<file path="src/rtl/ctrl_decode_stage.sv">
// Registered instruction decode stage: valid/ready output register, multiply stall/writeback sequencing, flush.
// Define CTRL_FLOP_EN to decode class 5 as ALU ops 15+sub; when undefined, class 5 is a no-op flagged illegal.
module ctrl_decode_stage #(
  parameter int IR_W    = 32,
  parameter int ALU_W   = 4,
  parameter int MUL_LAT = 3
) (
  input  logic             clk,
  input  logic             rst_n,
  input  logic             in_valid,
  output logic             in_ready,
  input  logic [IR_W-1:0]  ir,
  input  logic             flush,
  output logic             out_valid,
  input  logic             out_ready,
  output logic             i_r,
  output logic             write_reg_en,
  output logic             regfile_src_oalu_st,
  output logic [ALU_W-1:0] alu_inst,
  output logic             jump,
  output logic             br_inst,
  output logic             wr_en_stk,
  output logic             illegal,
  output logic             mul_wb,
  output logic             busy
);

  localparam int CNT_W = (MUL_LAT > 1) ? $clog2(MUL_LAT) : 1;

  typedef enum logic {
    RUN      = 1'b0,
    MUL_WAIT = 1'b1
  } state_t;

  state_t           r_state;
  state_t           w_state_next;
  logic [CNT_W-1:0] r_cnt;
  logic [CNT_W-1:0] w_cnt_next;
  logic             r_mul_wb;
  logic             w_mul_wb_next;

  logic             r_out_valid;
  logic             r_i_r;
  logic             r_wr;
  logic             r_src;
  logic [ALU_W-1:0] r_alu;
  logic             r_jump;
  logic             r_br;
  logic             r_stk;
  logic             r_illegal;

  logic [2:0]       w_class;
  logic [1:0]       w_sub;
  logic             w_in_ready;
  logic             w_accept;
  logic             w_is_mul;
  logic             w_unused_ir;

  logic             w_dec_i_r;
  logic             w_dec_wr;
  logic             w_dec_src;
  logic [ALU_W-1:0] w_dec_alu;
  logic             w_dec_jump;
  logic             w_dec_br;
  logic             w_dec_stk;
  logic             w_dec_ill;

  assign w_class     = ir[IR_W-1:IR_W-3];
  assign w_sub       = ir[IR_W-4:IR_W-5];
  assign w_unused_ir = ^ir[IR_W-6:0];

  assign w_in_ready = rst_n & ~flush & (r_state == RUN) & (~r_out_valid | out_ready);
  assign w_accept   = in_valid & w_in_ready;
  assign w_is_mul   = (w_class == 3'd0) && (w_sub == 2'd3);

  always_comb begin
    w_dec_i_r  = 1'b0;
    w_dec_wr   = 1'b0;
    w_dec_src  = 1'b0;
    w_dec_alu  = '0;
    w_dec_jump = 1'b0;
    w_dec_br   = 1'b0;
    w_dec_stk  = 1'b0;
    w_dec_ill  = 1'b0;
    case (w_class)
      3'd0: begin
        w_dec_i_r = (w_sub != 2'd1);
        w_dec_wr  = (w_sub != 2'd3);
        case (w_sub)
          2'd2:    w_dec_alu = ALU_W'(1);
          2'd3:    w_dec_alu = ALU_W'(6);
          default: w_dec_alu = '0;
        endcase
      end
      3'd1: begin
        case (w_sub)
          2'd0: begin
            w_dec_src = 1'b1;
            w_dec_wr  = 1'b1;
          end
          2'd1:    w_dec_stk = 1'b1;
          2'd2:    w_dec_wr  = 1'b1;
          default: begin
            w_dec_alu = ALU_W'(2);
            w_dec_i_r = 1'b1;
            w_dec_wr  = 1'b1;
          end
        endcase
      end
      3'd2: begin
        w_dec_br  = 1'b1;
        w_dec_i_r = 1'b1;
        case (w_sub)
          2'd0:    w_dec_alu = ALU_W'(12);
          2'd1:    w_dec_alu = ALU_W'(13);
          2'd2:    w_dec_alu = ALU_W'(11);
          default: w_dec_alu = ALU_W'(14);
        endcase
      end
      3'd3: w_dec_jump = 1'b1;
      3'd4: begin
        w_dec_wr  = 1'b1;
        w_dec_i_r = (w_sub == 2'd0) || (w_sub == 2'd3);
        case (w_sub)
          2'd0, 2'd1: w_dec_alu = ALU_W'(11);
          2'd2:       w_dec_alu = ALU_W'(12);
          default:    w_dec_alu = ALU_W'(3);
        endcase
      end
      3'd5: begin
`ifdef CTRL_FLOP_EN
        w_dec_alu = ALU_W'(15 + int'(w_sub));
        w_dec_i_r = 1'b1;
        w_dec_wr  = 1'b1;
`else
        w_dec_ill = 1'b1;
`endif
      end
      3'd6: begin
        w_dec_wr  = 1'b1;
        w_dec_alu = w_sub[0] ? ALU_W'(5) : ALU_W'(4);
        w_dec_i_r = ~w_sub[1];
      end
      default: begin
        w_dec_wr  = 1'b1;
        w_dec_alu = ALU_W'(7 + int'(w_sub));
      end
    endcase
  end

  // Multiply sequencing: stall intake until the counter expires, then strobe writeback once.
  always_comb begin
    w_state_next  = r_state;
    w_cnt_next    = r_cnt;
    w_mul_wb_next = 1'b0;
    case (r_state)
      RUN: begin
        if (w_accept && w_is_mul) begin
          w_state_next = MUL_WAIT;
          w_cnt_next   = CNT_W'(MUL_LAT - 1);
        end
      end
      MUL_WAIT: begin
        if (flush) begin
          w_state_next = RUN;
          w_cnt_next   = '0;
        end else if (r_cnt == '0) begin
          w_state_next  = RUN;
          w_mul_wb_next = 1'b1;
        end else begin
          w_cnt_next = r_cnt - 1'b1;
        end
      end
      default: begin
        w_state_next = RUN;
        w_cnt_next   = '0;
      end
    endcase
  end

  always_ff @(posedge clk or negedge rst_n) begin
    if (!rst_n) begin
      r_state  <= RUN;
      r_cnt    <= '0;
      r_mul_wb <= 1'b0;
    end else begin
      r_state  <= w_state_next;
      r_cnt    <= w_cnt_next;
      r_mul_wb <= w_mul_wb_next;
    end
  end

  // Decoded fields are cleared whenever the word stops being valid.
  always_ff @(posedge clk or negedge rst_n) begin
    if (!rst_n) begin
      r_out_valid <= 1'b0;
      r_i_r       <= 1'b0;
      r_wr        <= 1'b0;
      r_src       <= 1'b0;
      r_alu       <= '0;
      r_jump      <= 1'b0;
      r_br        <= 1'b0;
      r_stk       <= 1'b0;
      r_illegal   <= 1'b0;
    end else if (w_accept) begin
      r_out_valid <= 1'b1;
      r_i_r       <= w_dec_i_r;
      r_wr        <= w_dec_wr;
      r_src       <= w_dec_src;
      r_alu       <= w_dec_alu;
      r_jump      <= w_dec_jump;
      r_br        <= w_dec_br;
      r_stk       <= w_dec_stk;
      r_illegal   <= w_dec_ill;
    end else if (flush || (r_out_valid && out_ready)) begin
      r_out_valid <= 1'b0;
      r_i_r       <= 1'b0;
      r_wr        <= 1'b0;
      r_src       <= 1'b0;
      r_alu       <= '0;
      r_jump      <= 1'b0;
      r_br        <= 1'b0;
      r_stk       <= 1'b0;
      r_illegal   <= 1'b0;
    end
  end

  assign in_ready            = w_in_ready;
  assign out_valid           = r_out_valid;
  assign i_r                 = r_i_r;
  assign write_reg_en        = r_wr;
  assign regfile_src_oalu_st = r_src;
  assign alu_inst            = r_alu;
  assign jump                = r_jump;
  assign br_inst             = r_br;
  assign wr_en_stk           = r_stk;
  assign illegal             = r_illegal;
  assign mul_wb              = r_mul_wb;
  assign busy                = (r_state == MUL_WAIT);

endmodule

</file>
<file path="config.mk">
export PLATFORM = sky130hd
export DESIGN_NAME = ctrl_decode_stage
export DESIGN_NICKNAME = d
export VERILOG_FILES = /design/src/rtl/ctrl_decode_stage.sv
export SDC_FILE = /design/constraint.sdc
export NUM_CORES = 1
export LEC_CHECK = 0
export BUFFER_PORTS_ARGS = -buffer_cell sky130_fd_sc_hd__buf_2
export CAP_MARGIN = 30
export CORE_MARGIN = 4
export CORE_UTILIZATION = 48
export DETAILED_ROUTE_END_ITERATION = 6
export PLACE_DENSITY = 0.87
export SLEW_MARGIN = 20
export SYNTH_ARGS = -nofsm -noshare
export SYNTH_HDL_FRONTEND = slang
export SYNTH_SLANG_ARGS = --single-unit
export TNS_END_PERCENT = 30
</file>
<file path="constraint.sdc">
create_clock -name clk -period 2.15 [get_ports clk]
set_clock_uncertainty 0.15 [all_clocks]
set_input_delay 0.43 -clock clk [delete_from_list [all_inputs] [get_ports clk]]
set_output_delay 0.43 -clock clk [all_outputs]
set_load 0.05 [all_outputs]
</file>
==> results.md, run 1 <==
- Outcome: complete, no violations
- Synth area leaders: dfrtp_1, ha_1, a32o_1, nor2b_1, a21oi_1
- CTS buffer count: 3
- Worst-Margin Slew: 0.447 ns
- Post-synth EDFFs: 0
- Yosys reg bits: 16
- # rows: 16
- Worst hold-check path type: input pin to register
- Total GRT Usage: 18.1%
- Die width: 53.9 microns
- Nets: 174
- Max-slew violation count: 0
- Max reg flops: 4
- CP top delay family: flip-flops
- Min Tclk post-route: 1.98 ns
- Hold_sp: flush
- Layout cells sized above 1: 29.5%
- Sequential-to-total area share from yosys stat: 39.7%
- Synth unique cells: 38
- CP Capture Type: primary output
- Fill cells: 170
- Post-cts resize count: 0
- Post-route ant nets: 0
- Synth Cell Area: 1010 sq um
- Critical path startpoint: out_valid
- Peak supply drop: 280 uV
- I/O Buffers: 24
- Max-cap viol count: 0
- Post-synth top area cell: dfrtp_1
- # H-tree levels: 1
- Sink Count: 16
- Critical Path RT: 1.57 ns
- Worst path arrival time: 1.40 ns
- Cell area after layout: 1210 sq um
- CTS clk-pin slew, worst paths: 0.10 ns
- Final core utilization: 61.1%
- Initial DRC count: 13
- Post-Syn Nets: 148
- HPWL Detailed: 1690 microns
- Vias in the first global route: 849
- Bufs and invs on worst path: 1
- IO Pins: 52
- Pin count of the biggest net entering global routing: 20
- Most used DFF post-synth: dfrtp_1
- Cell count after synthesis: 104
- Post-route setup TNS: 0 ns
- Full die area: 2900 sq um
- Leak Pwr: 0.600 nW
- Total wire length: 2240 microns
- RSZ-0062 raised after global routing: false
- Core Region: 1980 sq um
- Crit start category: register
- TritonCTS clock tree: yes
- Vias: 884
- Vias per std cell: 5.67
- Chip Height: 53.9 microns
- Ant. Diodes: 0
- Power Density: 609 nW/um^2
- R2r startpoint: busy
- Starting Density: 50.9%
- Routed WL per cell: 14.4 microns
- Max clock buf depth: 2
- GR Overflow Total: 0
- Final hold violations: 0
- CTS root buf: clkbuf_4
- Sequential Area: 400 sq um
- CP Class: register to primary output
- Crit path max fanout: 4
- Drt pass-1 iters: 5
- FFs w/ async S/R, synth: 100%
- Crit path cell chain: nor2b_2 > nor4b_4 > buf_2
- Multi-input logic area: 559 sq um
- Syn_area_per_cell: 9.71 sq um
- First-pass GRT wire length: 3780 microns
- Period utilization: 92.3%
- Max-slew headroom: 70.0%
- Worst path max stage delay: 0.41 ns
- Max frequency: 504 MHz
- GPL Wtd Cong: 0.822
- Clk_lat worst skew: 0.29 ns
- Area added between synthesis and finish: 20.0%
- Setup violators final: 0
- Max stage delay cell, worst path: dfrtp_1
- Post-DP Area: 1150 sq um
- Initial antenna violation count: 0
- Yosys warnings: 0
- # DRC: 0
- Post-synth top area share: 39.7%
[power by group]
part / total [W] / internal, W / leakage, nW / switching, W
Combinational: 0.000203 / 0.0000760 / 0.365 / 0.000127
Clock: 0.000201 / 0.000103 / 0.0210 / 0.0000977
Sequential: 0.000333 / 0.000321 / 0.214 / 0.0000122
Total: 0.000737 / 0.000500 / 0.600 / 0.000237
[cells in the final DEF, fill, tap and decap left out, types with 3 or more instances in the layout]
master	count
ha_1	7
inv_1	8
nor2b_1	5
a21oi_1	6
buf_2	24
o21ai_0	6
nor2_1	7
dfrtp_1	16
clkbuf_4	3
a32o_1	7
nand2_1	6
[through the flow]
| stage | std cells | worst slack [ns] | hold slack (ns) | total power [W] |
|---|---|---|---|---|
| 4_1_cts | 156 | 0.155 | 0.294 | 0.000743 |
| 2_1_floorplan | 104 | 0.123 | -0.0156 | 0.000486 |
| 5_1_grt | 156 | 0.0947 | 0.351 | 0.000781 |
| 6_report | 156 | 0.166 | 0.295 | 0.000737 |
| 3_5_place_dp | 150 | 0.301 | 0.163 | 0.000538 |
| 3_3_place_gp | 150 | 0.349 | 0.154 | 0.000527 |
[kinds of logic (layout without fill, tap and decap cells)]
group	Yosys count	in the layout	synth area share, %
buffers and inverters	15	40	6.44
adder cells (fa/ha/maj)	7	7	8.67
flip-flops	16	16	39.7
multiplexers	1	1	1.12
XOR/XNOR	1	1	0.868
AND/OR/NAND/NOR	30	30	18.6
AO/OA/AOI/OAI	34	34	24.7
[routing by layer]
metal	vias up	share of wire [%]	track usage [%]
li1	429	-	-
met1	423	45	23.4
met3	5	4.0	1.66
met2	27	49	29.8
met5	-	0	0
met4	0	2.2	8.94
[Yosys cell counts, types with 4 or more instances]
master	count
a21oi_1	6
ha_1	7
nor2b_1	5
nand2_1	6
nor2_1	7
inv_1	8
a32o_1	7
o21ai_0	6
buf_2	4
dfrtp_1	16
[final cells by class]
type	instances	area share, %
multi-input cells	73	46.2
flip-flops and latches	16	33.1
repair buffers	27	12.2
clock buffers	4	3.00
inverters	9	2.79
well taps	27	2.79
[worst paths after layout]
check                                    to  slack (ns)  cells after the start
max in group asynchronous              jump        1.12                      2
worst max register to register  alu_inst[1]        0.52                      4
worst max-delay path               in_ready        0.17                      3
worst min register to register  alu_inst[0]        0.34                      2
worst min-delay path              out_valid        0.29                      2
min in group asynchronous         out_valid        0.48                      2
[repair_timing]
| item | in CTS | in global routing |
|---|---|---|
| hold buffers | 2 | 0 |
| hold endpoints to repair | 7 | 0 |
| buffers inserted | 0 | 0 |
Power figures use the tool's default switching activity.
==> run 2, diff against run 1 <==
--- a/config.mk
+++ b/config.mk
@@ -7,9 +7,10 @@
 export LEC_CHECK = 0
 export BUFFER_PORTS_ARGS = -buffer_cell sky130_fd_sc_hd__buf_2
 export CAP_MARGIN = 30
-export CORE_MARGIN = 4
 export CORE_UTILIZATION = 48
+export CTS_BUF_LIST = sky130_fd_sc_hd__clkbuf_16
 export DETAILED_ROUTE_END_ITERATION = 6
+export GPL_ROUTABILITY_DRIVEN = 1
 export PLACE_DENSITY = 0.87
 export SLEW_MARGIN = 20
 export SYNTH_ARGS = -nofsm -noshare
==> results.md, run 2 (synthesis gave the netlist of run 1 again) <==
- CTS root buf: clkbuf_16
- RSZ-0062 raised after global routing: false
- # rows: 16 (unchanged)
- Worst R2R Path Depth: 4 (unchanged)
- Worst reg2reg setup slack: 0.55 ns (+0.03 ns)
- Worst-Margin Slew: 0.445 ns (-0.00282 ns)
- Max clock buf depth: 2 (unchanged)
- Post-cts resize count: 0 (unchanged)
- Final core utilization: 63.2% (+2.1 points)
- Post-route ant nets: 0 (unchanged)
- Finished Layout Cells: 154 (-1.3%)
- Min Tclk post-route: 1.91 ns (-0.0727 ns)
- Vias per std cell: 5.63 (-0.65%)
- Reg2reg end: alu_inst[1]
- Core Region: 1960 sq um (-1.0%)
- Setup violators final: 0 (unchanged)
- CP Class: register to primary output
- Nets: 173 (-0.57%)
- Final hold violations: 0 (unchanged)
- Setup Buffers After CTS: 0 (unchanged)
- Total GRT Usage: 19.0% (+0.98 points)
- Sink Count: 16 (unchanged)
- I/O Buffers: 24 (unchanged)
- IO Pins: 52 (unchanged)
- Drt pass-1 iters: 4 (-1)
- Max frequency: 523 MHz (+3.8%)
- Crit start category: register
- Post-route setup TNS: 0 ns (unchanged)
- Peak supply drop: 341 uV (+22%)
- Fill cells: 171 (+0.59%)
- Worst hold-check path type: input pin to asynchronous set/reset pin
- Total wire length: 2060 microns (-8.2%)
- Routed WL per cell: 13.4 microns (-7.0%)
- TritonCTS clock tree: yes
- Sequential share of power: 37.8% (-7.4 points)
- # DRC: 0 (unchanged)
- Vias: 867 (-1.9%)
- Period utilization: 88.9% (-3.4 points)
- Worst path max stage delay: 0.40 ns (about the same)
- Outcome: complete, no violations
- Area added between synthesis and finish: 22.8%
- Layout cells sized above 1: 29.1% (-0.32 points)
- Int Power: 0.000640 W (+28%)
- Chip Height: 47.9 microns (-11%)
- Leak Pwr: 0.612 nW (+2.0%)
- Initial DRC count: 18 (+5)
- Most common cell after layout, fill and taps aside: buf_2
- Hold slack: 0.0426 ns (-0.252 ns)
- Sw Pwr: 0.000244 W (+2.7%)
- Post-DP Area: 1150 sq um (unchanged)
- Crit path cell chain: nor2b_2 > nor4b_4 > buf_2
- Max reg flops: 4 (unchanged)
- Bufs and invs on worst path: 1 (unchanged)
- Vias in the first global route: 738 (-13%)
- CP top delay family: flip-flops
- GPL Wtd Cong: 0.829 (+0.86%)
- GR Overflow Total: 0 (unchanged)
- R2r startpoint: busy
- Max-slew violation count: 0 (unchanged)
- Initial antenna violation count: 0 (unchanged)
- Clk pwr share: 39.7% (+12 points)
- Max-slew headroom: 70.2% (+0.19 points)
- CTS clk-pin slew, worst paths: 0.05 ns (-0.05 ns)
- Die width: 47.9 microns (-11%)
- Max stage delay cell, worst path: dfrtp_1
- Combinational power share: 22.6% (-5.0 points)
- Hold Buf Count CTS: 1 (-1)
- HPWL Detailed: 1530 microns (-9.4%)
- Ant. Diodes: 0 (unchanged)
- Cell area after layout: 1240 sq um (+2.4%)
- Starting Density: 51.5% (+0.52 points)
- Max-cap viol count: 0 (unchanged)
- CTS buffer count: 3 (unchanged)
- Full die area: 2290 sq um (-21%)
- Pin count of the biggest net entering global routing: 20 (unchanged)
- Sw Share: 27.6% (-4.6 points)
- Clk_lat worst skew: 0.24 ns (-0.05 ns)
- Placed insts: 150 (unchanged)
- First-pass GRT wire length: 3050 microns (-19%)
- # H-tree levels: 1 (unchanged)
- Commonest cells after routing, fill and taps aside: buf_2, dfrtp_1, inv_1
- Worst path arrival time: 1.33 ns (-0.07 ns)
- Crit path max fanout: 4 (unchanged)
- Power Density: 712 nW/um^2 (+17%)
- CP Capture Type: primary output
- Critical Path RT: 1.57 ns (about the same)
-- run 2: through the flow --
stage          power [W]  setup WS [ns]
2_1_floorplan   0.000486          0.123
3_3_place_gp    0.000527          0.346
3_5_place_dp    0.000537          0.323
4_1_cts         0.000891          0.229
5_1_grt         0.000926          0.183
6_report        0.000883          0.239
-- run 2: cell type report --
cell class                      instances  area, sq um  share of cell area, %
Multi-Input combinational cell         73          559                   45.1
Sequential cell                        16          400                   32.3
Timing Repair Buffer                   26          138                   11.1
Clock buffer                            3         75.1                   6.05
Inverter                                9         33.8                   2.72
Tap cell                               27         33.8                   2.72
-- run 2: power by group through the flow --
| stage | registers, W | logic, W | clock network [W] |
|---|---|---|---|
| 2_1_floorplan | 0.000364 | 0.000121 | 0 |
| 3_3_place_gp | 0.000337 | 0.000190 | 0 |
| 3_5_place_dp | 0.000339 | 0.000198 | 0 |
| 4_1_cts | 0.000334 | 0.000201 | 0.000357 |
| 5_1_grt | 0.000336 | 0.000221 | 0.000368 |
| 6_report | 0.000334 | 0.000199 | 0.000351 |
-- run 2: worst register-to-register path, cell delays in order (launching register included) --
cell	delay, ns
dfrtp_1	0.46
nand3b_4	0.20
nor3_2	0.35
o221ai_1	0.20
o21ai_0	0.16
-- run 2: how the worst max path moves through the flow --
stage                     startpoint     endpoint  slack, ns  depth (start not counted)
after detailed placement      ir[27]  alu_inst[2]       0.32                          7
after CTS                  out_valid     in_ready       0.23                          3
after global placement        ir[27]  alu_inst[0]       0.35                          6
final                      out_valid     in_ready       0.24                          3
after floorplan            out_valid     in_ready       0.12                          2
after global routing       out_valid     in_ready       0.18                          3
-- run 2: layer usage --
metal	wire, microns	share of wire (%)	GRT usage [%]	vias up
li1	-	-	-	429
met1	930	45	23.4	417
met2	1050	51	34.1	21
met3	77	3.7	2.26	0
met4	0	0	6.67	0
met5	0	0	0	-
==> run 3, diff against run 2 <==
--- a/config.mk
+++ b/config.mk
@@ -11,6 +11,7 @@
 export CTS_BUF_LIST = sky130_fd_sc_hd__clkbuf_16
 export DETAILED_ROUTE_END_ITERATION = 6
 export GPL_ROUTABILITY_DRIVEN = 1
+export HOLD_SLACK_MARGIN = 0.08
 export PLACE_DENSITY = 0.87
 export SLEW_MARGIN = 20
 export SYNTH_ARGS = -nofsm -noshare
==> results.md, run 3 (synthesis gave the netlist of run 1 again) <==
- Sw Pwr: 0.000246 W (+1.1%)
- Max-slew headroom: 70.1% (-0.13 points)
- Max-cap viol count: 0 (unchanged)
- Combinational power share: 22.6% (about the same)
- TritonCTS clock tree: yes
- Chip Height: 47.9 microns (unchanged)
- Post-DP Area: 1150 sq um (unchanged)
- First-pass GRT wire length: 3040 microns (-0.23%)
- Total wire length: 2050 microns (-0.44%)
- Max-slew violation count: 0 (unchanged)
- Commonest cells after routing, fill and taps aside: buf_2, dfrtp_1, inv_1
- I/O Buffers: 24 (unchanged)
- Leak Pwr: 0.616 nW (+0.68%)
- Vias per std cell: 5.69 (+1.1%)
- Crit start category: register
- Fill cells: 169 (-1.2%)
- Setup Buffers After CTS: 0 (unchanged)
- Sequential share of power: 37.6% (-0.2 points)
- GPL Wtd Cong: 0.829 (unchanged)
- Critical Path RT: 1.57 ns (about the same)
- Max clock buf depth: 2 (unchanged)
- Final core utilization: 63.7% (+0.51 points)
- Period utilization: 89.1% (+0.22 points)
- Clk pwr share: 39.8% (about the same)
- HPWL Detailed: 1530 microns (unchanged)
- RSZ-0062 raised after global routing: false
- Crit path cell chain: nor2b_2 > nor4b_4 > buf_2
- Crit path max fanout: 4 (unchanged)
- Post-route setup TNS: 0 ns (unchanged)
- Max frequency: 522 MHz (-0.25%)
- Post-cts resize count: 0 (unchanged)
- Bufs and invs on worst path: 1 (unchanged)
- Worst path max stage delay: 0.40 ns (about the same)
- IO Pins: 52 (unchanged)
- Total GRT Usage: 18.9% (-0.16 points)
- Worst-Margin Slew: 0.447 ns (+0.00198 ns)
- Core Region: 1960 sq um (unchanged)
- Clk_lat worst skew: 0.24 ns (about the same)
- # H-tree levels: 1 (unchanged)
- Cell area after layout: 1250 sq um (+0.81%)
- Drt pass-1 iters: 4 (unchanged)
- Peak supply drop: 341 uV (-0.13%)
- Routed WL per cell: 13.2 microns (-1.1%)
- Pin count of the biggest net entering global routing: 20 (unchanged)
- Hold Buf Count CTS: 2 (+1)
- Full die area: 2290 sq um (unchanged)
- Worst path arrival time: 1.34 ns (about the same)
- Most common cell after layout, fill and taps aside: buf_2
- Initial DRC count: 18 (unchanged)
- Sequential Area: 400 sq um (unchanged)
- Max reg flops: 4 (unchanged)
- Nets: 174 (+0.58%)
- CTS clk-pin slew, worst paths: 0.05 ns (about the same)
- CP Class: register to primary output
- Post-route ant nets: 0 (unchanged)
- Min Tclk post-route: 1.92 ns (+0.00476 ns)
- Post-Place Setup Slack: 0.323 ns (unchanged)
- Multi-input logic area: 559 sq um (unchanged)
- Int Power: 0.000641 W (+0.21%)
- Setup violators final: 0 (unchanged)
- Area added between synthesis and finish: 23.8%
- Final hold violations: 0 (unchanged)
- Vias: 882 (+1.7%)
- # DRC: 0 (unchanged)
- Max stage delay cell, worst path: dfrtp_1
- Layout cells sized above 1: 28.9% (-0.23 points)
- CTS root buf: clkbuf_16
- Final setup margin: 0.234 ns (-0.00476 ns)
- Outcome: complete, no violations
- Vias in the first global route: 746 (+1.1%)
- Sink Count: 16 (unchanged)
- Initial antenna violation count: 0 (unchanged)
- Power Density: 710 nW/um^2 (-0.36%)
- CP top delay family: flip-flops
- CP Capture Type: primary output
- Sw Share: 27.8% (+0.17 points)
- GR Overflow Total: 0 (unchanged)
- Ant. Diodes: 0 (unchanged)
- CTS buffer count: 3 (unchanged)
- # rows: 16 (unchanged)
- Starting Density: 51.5% (unchanged)
- Die width: 47.9 microns (unchanged)
- Worst hold-check path type: register to register
## run 3: cell types whose count changed in the layout (fill, tap and decap cells not counted), sizes merged
cell | previous run | this run
dlygate4sd3 | 1 | 2
## run 3: layout make-up
class	count	share of cell area, %
Multi-Input combinational cell	73	44.7
Sequential cell	16	32.0
Timing Repair Buffer	27	11.8
Clock buffer	3	6.01
Inverter	9	2.70
Tap cell	27	2.70
## run 3: per-layer routing
layer	routed length [microns]	track usage, %	vias up
met5	0	0	-
met4	13	6.67	0
met3	80	2.26	2
met2	1020	33.5	23
met1	932	23.4	424
li1	-	-	433
## run 3: through the flow
| stage | cells | total power (W) | hold slack [ns] |
|---|---|---|---|
| 3_5_place_dp | 150 | 0.000537 | 0.166 |
| 3_3_place_gp | 150 | 0.000527 | 0.155 |
| 5_1_grt | 155 | 0.000927 | 0.354 |
| 2_1_floorplan | 104 | 0.000486 | -0.0156 |
| 6_report | 155 | 0.000887 | 0.330 |
| 4_1_cts | 155 | 0.000892 | 0.336 |
## run 3: worst paths after layout
path	startpoint	endpoint	slack [ns]	depth (start not counted)
max in group asynchronous	rst_n	jump	1.08	2
setup reg to reg	busy	alu_inst[1]	0.54	4
hold / removal	alu_inst[0]	alu_inst[0]	0.33	2
hold reg to reg	alu_inst[0]	alu_inst[0]	0.33	2
setup / recovery	out_valid	in_ready	0.23	3
min in group asynchronous	rst_n	out_valid	0.53	2
## run 3: worst reg2reg max path: cells and delay by family, from the launching register on
| family | cells | cell delay [ns] |
|---|---|---|
| and+or+nand+nor | 2 | 0.56 |
| AOI/OAI and AO/OA | 2 | 0.36 |
| DFF | 1 | 0.46 |
## run 3: power groups by stage
| stage | combinational [W] | clock [W] | sequential, W |
|---|---|---|---|
| after floorplan | 0.000121 | 0 | 0.000364 |
| after global placement | 0.000190 | 0 | 0.000337 |
| after detailed placement | 0.000198 | 0 | 0.000339 |
| after CTS | 0.000202 | 0.000357 | 0.000334 |
| after global routing | 0.000223 | 0.000368 | 0.000336 |
| final | 0.000200 | 0.000353 | 0.000334 |
